File: src/rtl/apb_initiator_if.sv
// Request/response and APB bus signals of the APB initiator, grouped for port use.
// The master modport is the initiator's view; slave is the requester/responder side.
interface apb_initiator_if;
    logic        req_valid;
    logic        req_ready;
    logic [31:0] req_addr;
    logic        req_write;
    logic [31:0] req_wdata;
    logic [3:0]  req_wstrb;
    logic [2:0]  req_prot;
    logic        resp_valid;
    logic        resp_ready;
    logic [31:0] resp_rdata;
    logic        resp_err;
    logic [31:0] out_paddr;
    logic        out_psel;
    logic        out_penable;
    logic [2:0]  out_pprot;
    logic        out_pwrite;
    logic [31:0] out_pwdata;
    logic [3:0]  out_pstrb;
    logic        out_pready;
    logic [31:0] out_prdata;
    logic        out_pslverr;

    modport master (
        input  req_valid, req_addr, req_write, req_wdata, req_wstrb, req_prot,
        input  resp_ready, out_pready, out_prdata, out_pslverr,
        output req_ready, resp_valid, resp_rdata, resp_err,
        output out_paddr, out_psel, out_penable, out_pprot, out_pwrite, out_pwdata, out_pstrb
    );

    modport slave (
        output req_valid, req_addr, req_write, req_wdata, req_wstrb, req_prot,
        output resp_ready, out_pready, out_prdata, out_pslverr,
        input  req_ready, resp_valid, resp_rdata, resp_err,
        input  out_paddr, out_psel, out_penable, out_pprot, out_pwrite, out_pwdata, out_pstrb
    );
endinterface

File: src/rtl/apb_initiator.sv
// Single-outstanding APB4 master: turns a valid/ready request into SETUP/ACCESS
// phases, waits for PREADY with an optional timeout, and returns a response.
module apb_initiator #(
    parameter int unsigned TIMEOUT = 255
) (
    input logic             clock,
    input logic             reset,
    apb_initiator_if.master bus
);
    localparam int unsigned CW = (TIMEOUT == 0) ? 1 : $clog2(TIMEOUT + 1);
    localparam logic [CW-1:0] TO_LAST = CW'((TIMEOUT == 0) ? 0 : TIMEOUT - 1);

    typedef enum logic [1:0] {IDLE, SETUP, ACCESS, RESP} state_e;

    state_e        state_q, state_d;
    logic [31:0]   addr_q, addr_d;
    logic          write_q, write_d;
    logic [31:0]   wdata_q, wdata_d;
    logic [3:0]    wstrb_q, wstrb_d;
    logic [2:0]    prot_q, prot_d;
    logic [31:0]   rdata_q, rdata_d;
    logic          err_q, err_d;
    logic [CW-1:0] cnt_q, cnt_d;

    always_ff @(posedge clock or negedge reset) begin
        if (!reset) begin
            state_q <= IDLE;
            addr_q  <= '0;
            write_q <= 1'b0;
            wdata_q <= '0;
            wstrb_q <= '0;
            prot_q  <= '0;
            rdata_q <= '0;
            err_q   <= 1'b0;
            cnt_q   <= '0;
        end else begin
            state_q <= state_d;
            addr_q  <= addr_d;
            write_q <= write_d;
            wdata_q <= wdata_d;
            wstrb_q <= wstrb_d;
            prot_q  <= prot_d;
            rdata_q <= rdata_d;
            err_q   <= err_d;
            cnt_q   <= cnt_d;
        end
    end

    always_comb begin
        state_d = state_q;
        addr_d  = addr_q;
        write_d = write_q;
        wdata_d = wdata_q;
        wstrb_d = wstrb_q;
        prot_d  = prot_q;
        rdata_d = rdata_q;
        err_d   = err_q;
        cnt_d   = cnt_q;
        unique case (state_q)
            IDLE: begin
                if (bus.req_valid) begin
                    addr_d  = bus.req_addr;
                    write_d = bus.req_write;
                    wdata_d = bus.req_wdata;
                    wstrb_d = bus.req_wstrb;
                    prot_d  = bus.req_prot;
                    cnt_d   = '0;
                    state_d = SETUP;
                end
            end
            SETUP: state_d = ACCESS;
            ACCESS: begin
                if (bus.out_pready) begin
                    rdata_d = write_q ? '0 : bus.out_prdata;
                    err_d   = bus.out_pslverr;
                    state_d = RESP;
                end else if ((TIMEOUT != 0) && (cnt_q == TO_LAST)) begin
                    rdata_d = '0;
                    err_d   = 1'b1;
                    state_d = RESP;
                end else if (cnt_q != '1) begin
                    // Saturate so a disabled timeout never wraps back into range.
                    cnt_d = cnt_q + 1'b1;
                end
            end
            RESP: begin
                if (bus.resp_ready) state_d = IDLE;
            end
            default: state_d = IDLE;
        endcase
    end

    assign bus.req_ready   = (state_q == IDLE);
    assign bus.resp_valid  = (state_q == RESP);
    assign bus.resp_rdata  = rdata_q;
    assign bus.resp_err    = err_q;
    assign bus.out_psel    = (state_q == SETUP) || (state_q == ACCESS);
    assign bus.out_penable = (state_q == ACCESS);
    assign bus.out_paddr   = addr_q;
    assign bus.out_pwrite  = write_q;
    assign bus.out_pwdata  = wdata_q;
    assign bus.out_pprot   = prot_q;
    assign bus.out_pstrb   = write_q ? wstrb_q : 4'b0000;
endmodule

File: src/flat_wrapper.sv
// flat-port wrapper written by rule: the top's interface ports become plain ports
module apb_initiator_flat 
#(
    parameter int unsigned TIMEOUT = 255
)
  (clock, reset, bus_req_valid, bus_req_addr, bus_req_write, bus_req_wdata, bus_req_wstrb, bus_req_prot, bus_resp_ready, bus_out_pready, bus_out_prdata, bus_out_pslverr, bus_req_ready, bus_resp_valid, bus_resp_rdata, bus_resp_err, bus_out_paddr, bus_out_psel, bus_out_penable, bus_out_pprot, bus_out_pwrite, bus_out_pwdata, bus_out_pstrb);
  apb_initiator_if bus_i ();
  input logic clock;
  input logic reset;
  input wire logic [$bits(bus_i.req_valid)-1:0] bus_req_valid;
  input wire logic [$bits(bus_i.req_addr)-1:0] bus_req_addr;
  input wire logic [$bits(bus_i.req_write)-1:0] bus_req_write;
  input wire logic [$bits(bus_i.req_wdata)-1:0] bus_req_wdata;
  input wire logic [$bits(bus_i.req_wstrb)-1:0] bus_req_wstrb;
  input wire logic [$bits(bus_i.req_prot)-1:0] bus_req_prot;
  input wire logic [$bits(bus_i.resp_ready)-1:0] bus_resp_ready;
  input wire logic [$bits(bus_i.out_pready)-1:0] bus_out_pready;
  input wire logic [$bits(bus_i.out_prdata)-1:0] bus_out_prdata;
  input wire logic [$bits(bus_i.out_pslverr)-1:0] bus_out_pslverr;
  output wire logic [$bits(bus_i.req_ready)-1:0] bus_req_ready;
  output wire logic [$bits(bus_i.resp_valid)-1:0] bus_resp_valid;
  output wire logic [$bits(bus_i.resp_rdata)-1:0] bus_resp_rdata;
  output wire logic [$bits(bus_i.resp_err)-1:0] bus_resp_err;
  output wire logic [$bits(bus_i.out_paddr)-1:0] bus_out_paddr;
  output wire logic [$bits(bus_i.out_psel)-1:0] bus_out_psel;
  output wire logic [$bits(bus_i.out_penable)-1:0] bus_out_penable;
  output wire logic [$bits(bus_i.out_pprot)-1:0] bus_out_pprot;
  output wire logic [$bits(bus_i.out_pwrite)-1:0] bus_out_pwrite;
  output wire logic [$bits(bus_i.out_pwdata)-1:0] bus_out_pwdata;
  output wire logic [$bits(bus_i.out_pstrb)-1:0] bus_out_pstrb;
  assign bus_i.req_valid = bus_req_valid;
  assign bus_i.req_addr = bus_req_addr;
  assign bus_i.req_write = bus_req_write;
  assign bus_i.req_wdata = bus_req_wdata;
  assign bus_i.req_wstrb = bus_req_wstrb;
  assign bus_i.req_prot = bus_req_prot;
  assign bus_i.resp_ready = bus_resp_ready;
  assign bus_i.out_pready = bus_out_pready;
  assign bus_i.out_prdata = bus_out_prdata;
  assign bus_i.out_pslverr = bus_out_pslverr;
  assign bus_req_ready = bus_i.req_ready;
  assign bus_resp_valid = bus_i.resp_valid;
  assign bus_resp_rdata = bus_i.resp_rdata;
  assign bus_resp_err = bus_i.resp_err;
  assign bus_out_paddr = bus_i.out_paddr;
  assign bus_out_psel = bus_i.out_psel;
  assign bus_out_penable = bus_i.out_penable;
  assign bus_out_pprot = bus_i.out_pprot;
  assign bus_out_pwrite = bus_i.out_pwrite;
  assign bus_out_pwdata = bus_i.out_pwdata;
  assign bus_out_pstrb = bus_i.out_pstrb;
  apb_initiator #(.TIMEOUT(TIMEOUT)) u_core (.clock(clock), .reset(reset), .bus(bus_i));
endmodule
File: config.mk
export PLATFORM = sky130hd
export DESIGN_NAME = apb_initiator_flat
export DESIGN_NICKNAME = d
export VERILOG_FILES = /design/src/rtl/apb_initiator_if.sv /design/src/rtl/apb_initiator.sv /design/src/flat_wrapper.sv
export SDC_FILE = /design/constraint.sdc
export NUM_CORES = 1
export LEC_CHECK = 0
export CAP_MARGIN = 20
export CORE_MARGIN = 2
export CORE_UTILIZATION = 41
export DETAILED_ROUTE_END_ITERATION = 10
export PLACE_DENSITY = 0.79
export SETUP_SLACK_MARGIN = 0.2
export SLEW_MARGIN = 0
export SYNTH_ARGS = -nofsm -noshare
export SYNTH_HDL_FRONTEND = slang
export SYNTH_SLANG_ARGS = --single-unit
File: constraint.sdc
create_clock -name clock -period 2.15 [get_ports clock]
set_input_delay 0.215 -clock clock [delete_from_list [all_inputs] [get_ports clock]]
set_output_delay 0.215 -clock clock [all_outputs]
set_load 0.05 [all_outputs]
==> key figures <==
Place
  – PortBufs: around 220
  – DPL Wire Length: around 8.4 mm
  – GP Congestion: approximately 0.79
  – Placed Area: around 7000 um^2
  – Setup WS pre-CTS: ~330 ps

Global routing
  – Vias in the first global route: roughly 3600
  – Largest net degree at the start of global routing: ~120
  – First-pass GRT wire length: 17.7 mm
  – GRT Overall Usage: 0.196
  – Initial antenna violation count: 0
  – Total grt overflow: 0

Synthesis
  – Seq cells post-synth: 115
  – Synth Area in XOR/XNOR: 0
  – Post-synthesis sequential area ratio: 0.628
  – YS warnings: 0
  – Synth Cell Area: approximately 4600 um^2
  – Main synth FF type: dfrtp_1
  – Post-synthesis mux area share: 0.185
  – Main combinational cell family by area after synthesis: multiplexers
  – Synth Net Count: between 400 and 500
  – Mean Syn Cell Area: roughly 15 um^2
  – Async set-or-reset flop fraction in the synthesized netlist: 1.00
  – Distinct cells, synth: 33
  – Compound-Gate Fraction of Synth Area: 0.0984
  – Post-synthesis cell count: between 300 and 400
  – Synthesized-area fraction occupied by adder cells: 0.0164
  – Simple-Gate Fraction of Synth Area: 0.0443
  – EDFF count, synth: 0

Floorplan
  – Core box area: 10900 um^2
  – Die ar.: 12000 um^2
  – Initial Utilization: 0.421
  – Rows: 38
  – Die height: 110 um
  – DIE WIDTH: between 100 and 150 um
  – I/O pins: about 220

Timing
  – Final hold slack: about 300 ps
  – Total negative slack: 0 ps
  – Fin Clk Skew: about 16 ps
  – Tightest Pin Transition: just under 600 ps
  – Setup violators final: 0
  – Hold Violations, Final: 0
  – Peak Freq: approximately 530 MHz
  – Period utilization: 0.886
  – Final worst slack: 246 ps
  – RSZ-0062 raised after global routing: false
  – Fin. max-slew vios: 0
  – Slew headroom: 0.604
  – Fin crit period: 1900 ps

Critical path
  – Family with the most delay on the worst path: buffers and inverters
  – Startpoint types: flip-flop
  – Chain of cells forming the critical path: clkdlybuf4s50_1
  – CP max-delay cell: clkdlybuf4s50_1
  – Buf+Inv Stages, Crit Path: 1
  – Worst path max stage delay: 820 ps
  – Crit path max fanout: 2
  – Crit. End Element: output pin
  – CP arrival: 1690 ps
  – Kind of critical path: reg -> out
  – Critical Path RT: roughly 1900 ps

Pwr
  – Leakage Power: approximately 3.4 nW
  – Maximum vdd drop: about 0.0011 V
  – P per Cell Area: ~1800 nW/um^2

Route
  – First DRT Iteration DRCs: 125
  – Drt drc: 0
  – Total Wirelength: around 12 mm
  – Routed Antenna Nets: 0
  – Via count: approximately 3400
  – DRT Pass-1 Iters: 4
  – DR vias/cell: just under 5
  – Mean routed wirelength per cell: roughly 17 um

Clocking
  – CTS tree: yes
  – Clock sink total: approximately 120
  – Worst-Skew Late Latency: 510 ps
  – Postcts setup bufs: 0
  – Total CTS buffers: 17
  – Root buffer cell: clkbuf_8
  – Htree depth: 4
  – Clock Tree Buf Depth: 2
  – Worst-path clk slew: ~60 ps

Layout
  – Share of layout cells above drive strength 1: 0.245
  – Fillcell total: 804
  – Antenna Cells: 0
  – Post-layout util: 0.699
  – Design area: ~7600 um^2
  – Final #Nets: 657
  – Synth-to-Final Area Change: 66.2%

Hold path
  – Tightest Hold Check Type: in -> reg

Job
  – Max Cap Viol: 0

Outcome
  – Status: complete, no violations
[state kept, by name, summed over array words and instances (netlist names)]
name	cells
u_core.bus.out_pprot	3
u_core.wstrb_q	4
u_core.bus.resp_err	1
u_core.bus.out_pwdata	32
u_core.state_q	2
u_core.bus.out_pwrite	1
u_core.bus.out_paddr	32
u_core.bus.resp_rdata	32
u_core.cnt_q	8
[kinds of logic (layout without fill, tap and decap cells)]
kind of cell             count (synthesis)  after routing
buffers and inverters                   24            270
AND/OR/NAND/NOR                         36             36
flip-flops                             115            115
adder cells (fa/ha/maj)                  6              6
AO/OA/AOI/OAI                           52             52
multiplexers                            75             75
[Yosys cell counts (4+ instances only)]
master / count / area [um^2]
inv_1: 10 / 37.5
dfrtp_1: 115 / 2880
buf_2: 11 / 55.1
nand2_1: 6 / 22.5
nor2_1: 9 / 33.8
mux2_2: 73 / 822
nand3_1: 7 / 35.0
ha_1: 6 / 75.1
a22o_1: 33 / 289
and2_1: 4 / 25.0
a31oi_1: 4 / 25.0
[power by group]
| part | internal [mW] | switching, mW |
|---|---|---|
| Clock | 1.70 | 0.988 |
| Sequential | 3.13 | 0.525 |
| Combinational | 2.82 | 4.75 |
[cell usage in the layout (no fill, tap or decap), types with 2 or more instances in the layout]
cell type	synthesis	layout
and2_1	4	4
nand3_1	7	7
clkbuf_16	0	16
buf_4	0	7
a21oi_1	3	3
o22ai_1	2	2
dlymetal6s2s_1	0	14
o21ai_0	3	3
clkinvlp_4	0	6
a31oi_1	4	4
ha_1	6	4
clkbuf_8	0	3
clkdlybuf4s15_1	0	2
clkinv_2	0	4
dlygate4sd2_1	0	4
inv_1	10	10
nor2_1	9	8
buf_12	0	5
bufinv_16	0	2
nand2_1	6	5
clkbuf_2	0	3
dfrtp_1	115	115
nand2_2	1	2
mux2_2	73	73
o221ai_2	2	2
a22o_1	33	33
clkdlybuf4s50_1	0	192
[per-layer routing]
metal  track usage  up-vias  part of all wire
met5             0        -                 0
met4        0.0642        0             0.015
met3        0.0842       14             0.092
met2         0.337      149              0.51
met1         0.218     1667              0.39
li1              -     1591                 -
[layout make-up]
cell class	count	area, um^2	area share
clock buffers	19	442	0.0580
multi-input cells	169	1620	0.212
repair buffers	228	2330	0.306
inverters	10	37.5	0.00493
flip-flops and latches	115	2880	0.378
well taps	140	175	0.0230
clock inverters	13	134	0.0176
[per-stage QoR]
stage / std cells / total power, mW
2_1_floorplan: 308 / 8.64
3_3_place_gp: 661 / 11.2
3_5_place_dp: 661 / 11.3
4_1_cts: 694 / 14.0
5_1_grt: 694 / 14.5
6_report: 694 / 13.9
[worst paths after layout]
path	to	cells past startpoint	from	slack (ps)
min in group asynchronous	u_core.bus.out_paddr[6]	3	reset	320
setup / recovery	bus_out_paddr[2]	1	u_core.bus.out_paddr[2]	250
max in group asynchronous	u_core.bus.resp_rdata[9]	3	reset	1370
hold reg to reg	u_core.bus.resp_rdata[11]	1	u_core.bus.resp_rdata[11]	500
hold / removal	u_core.bus.resp_err	3	bus_out_pslverr	300
setup reg to reg	u_core.cnt_q[2]	6	u_core.state_q[0]	360
[repair_timing]
item | 4_1_cts | 5_1_grt
endpoints found under the setup margin | 9 | 22
hold endpoints to repair | 115 | 0
gates resized for setup | 9 | 25
hold buffers | 1 | 0
Power figures use the tool's default switching activity.
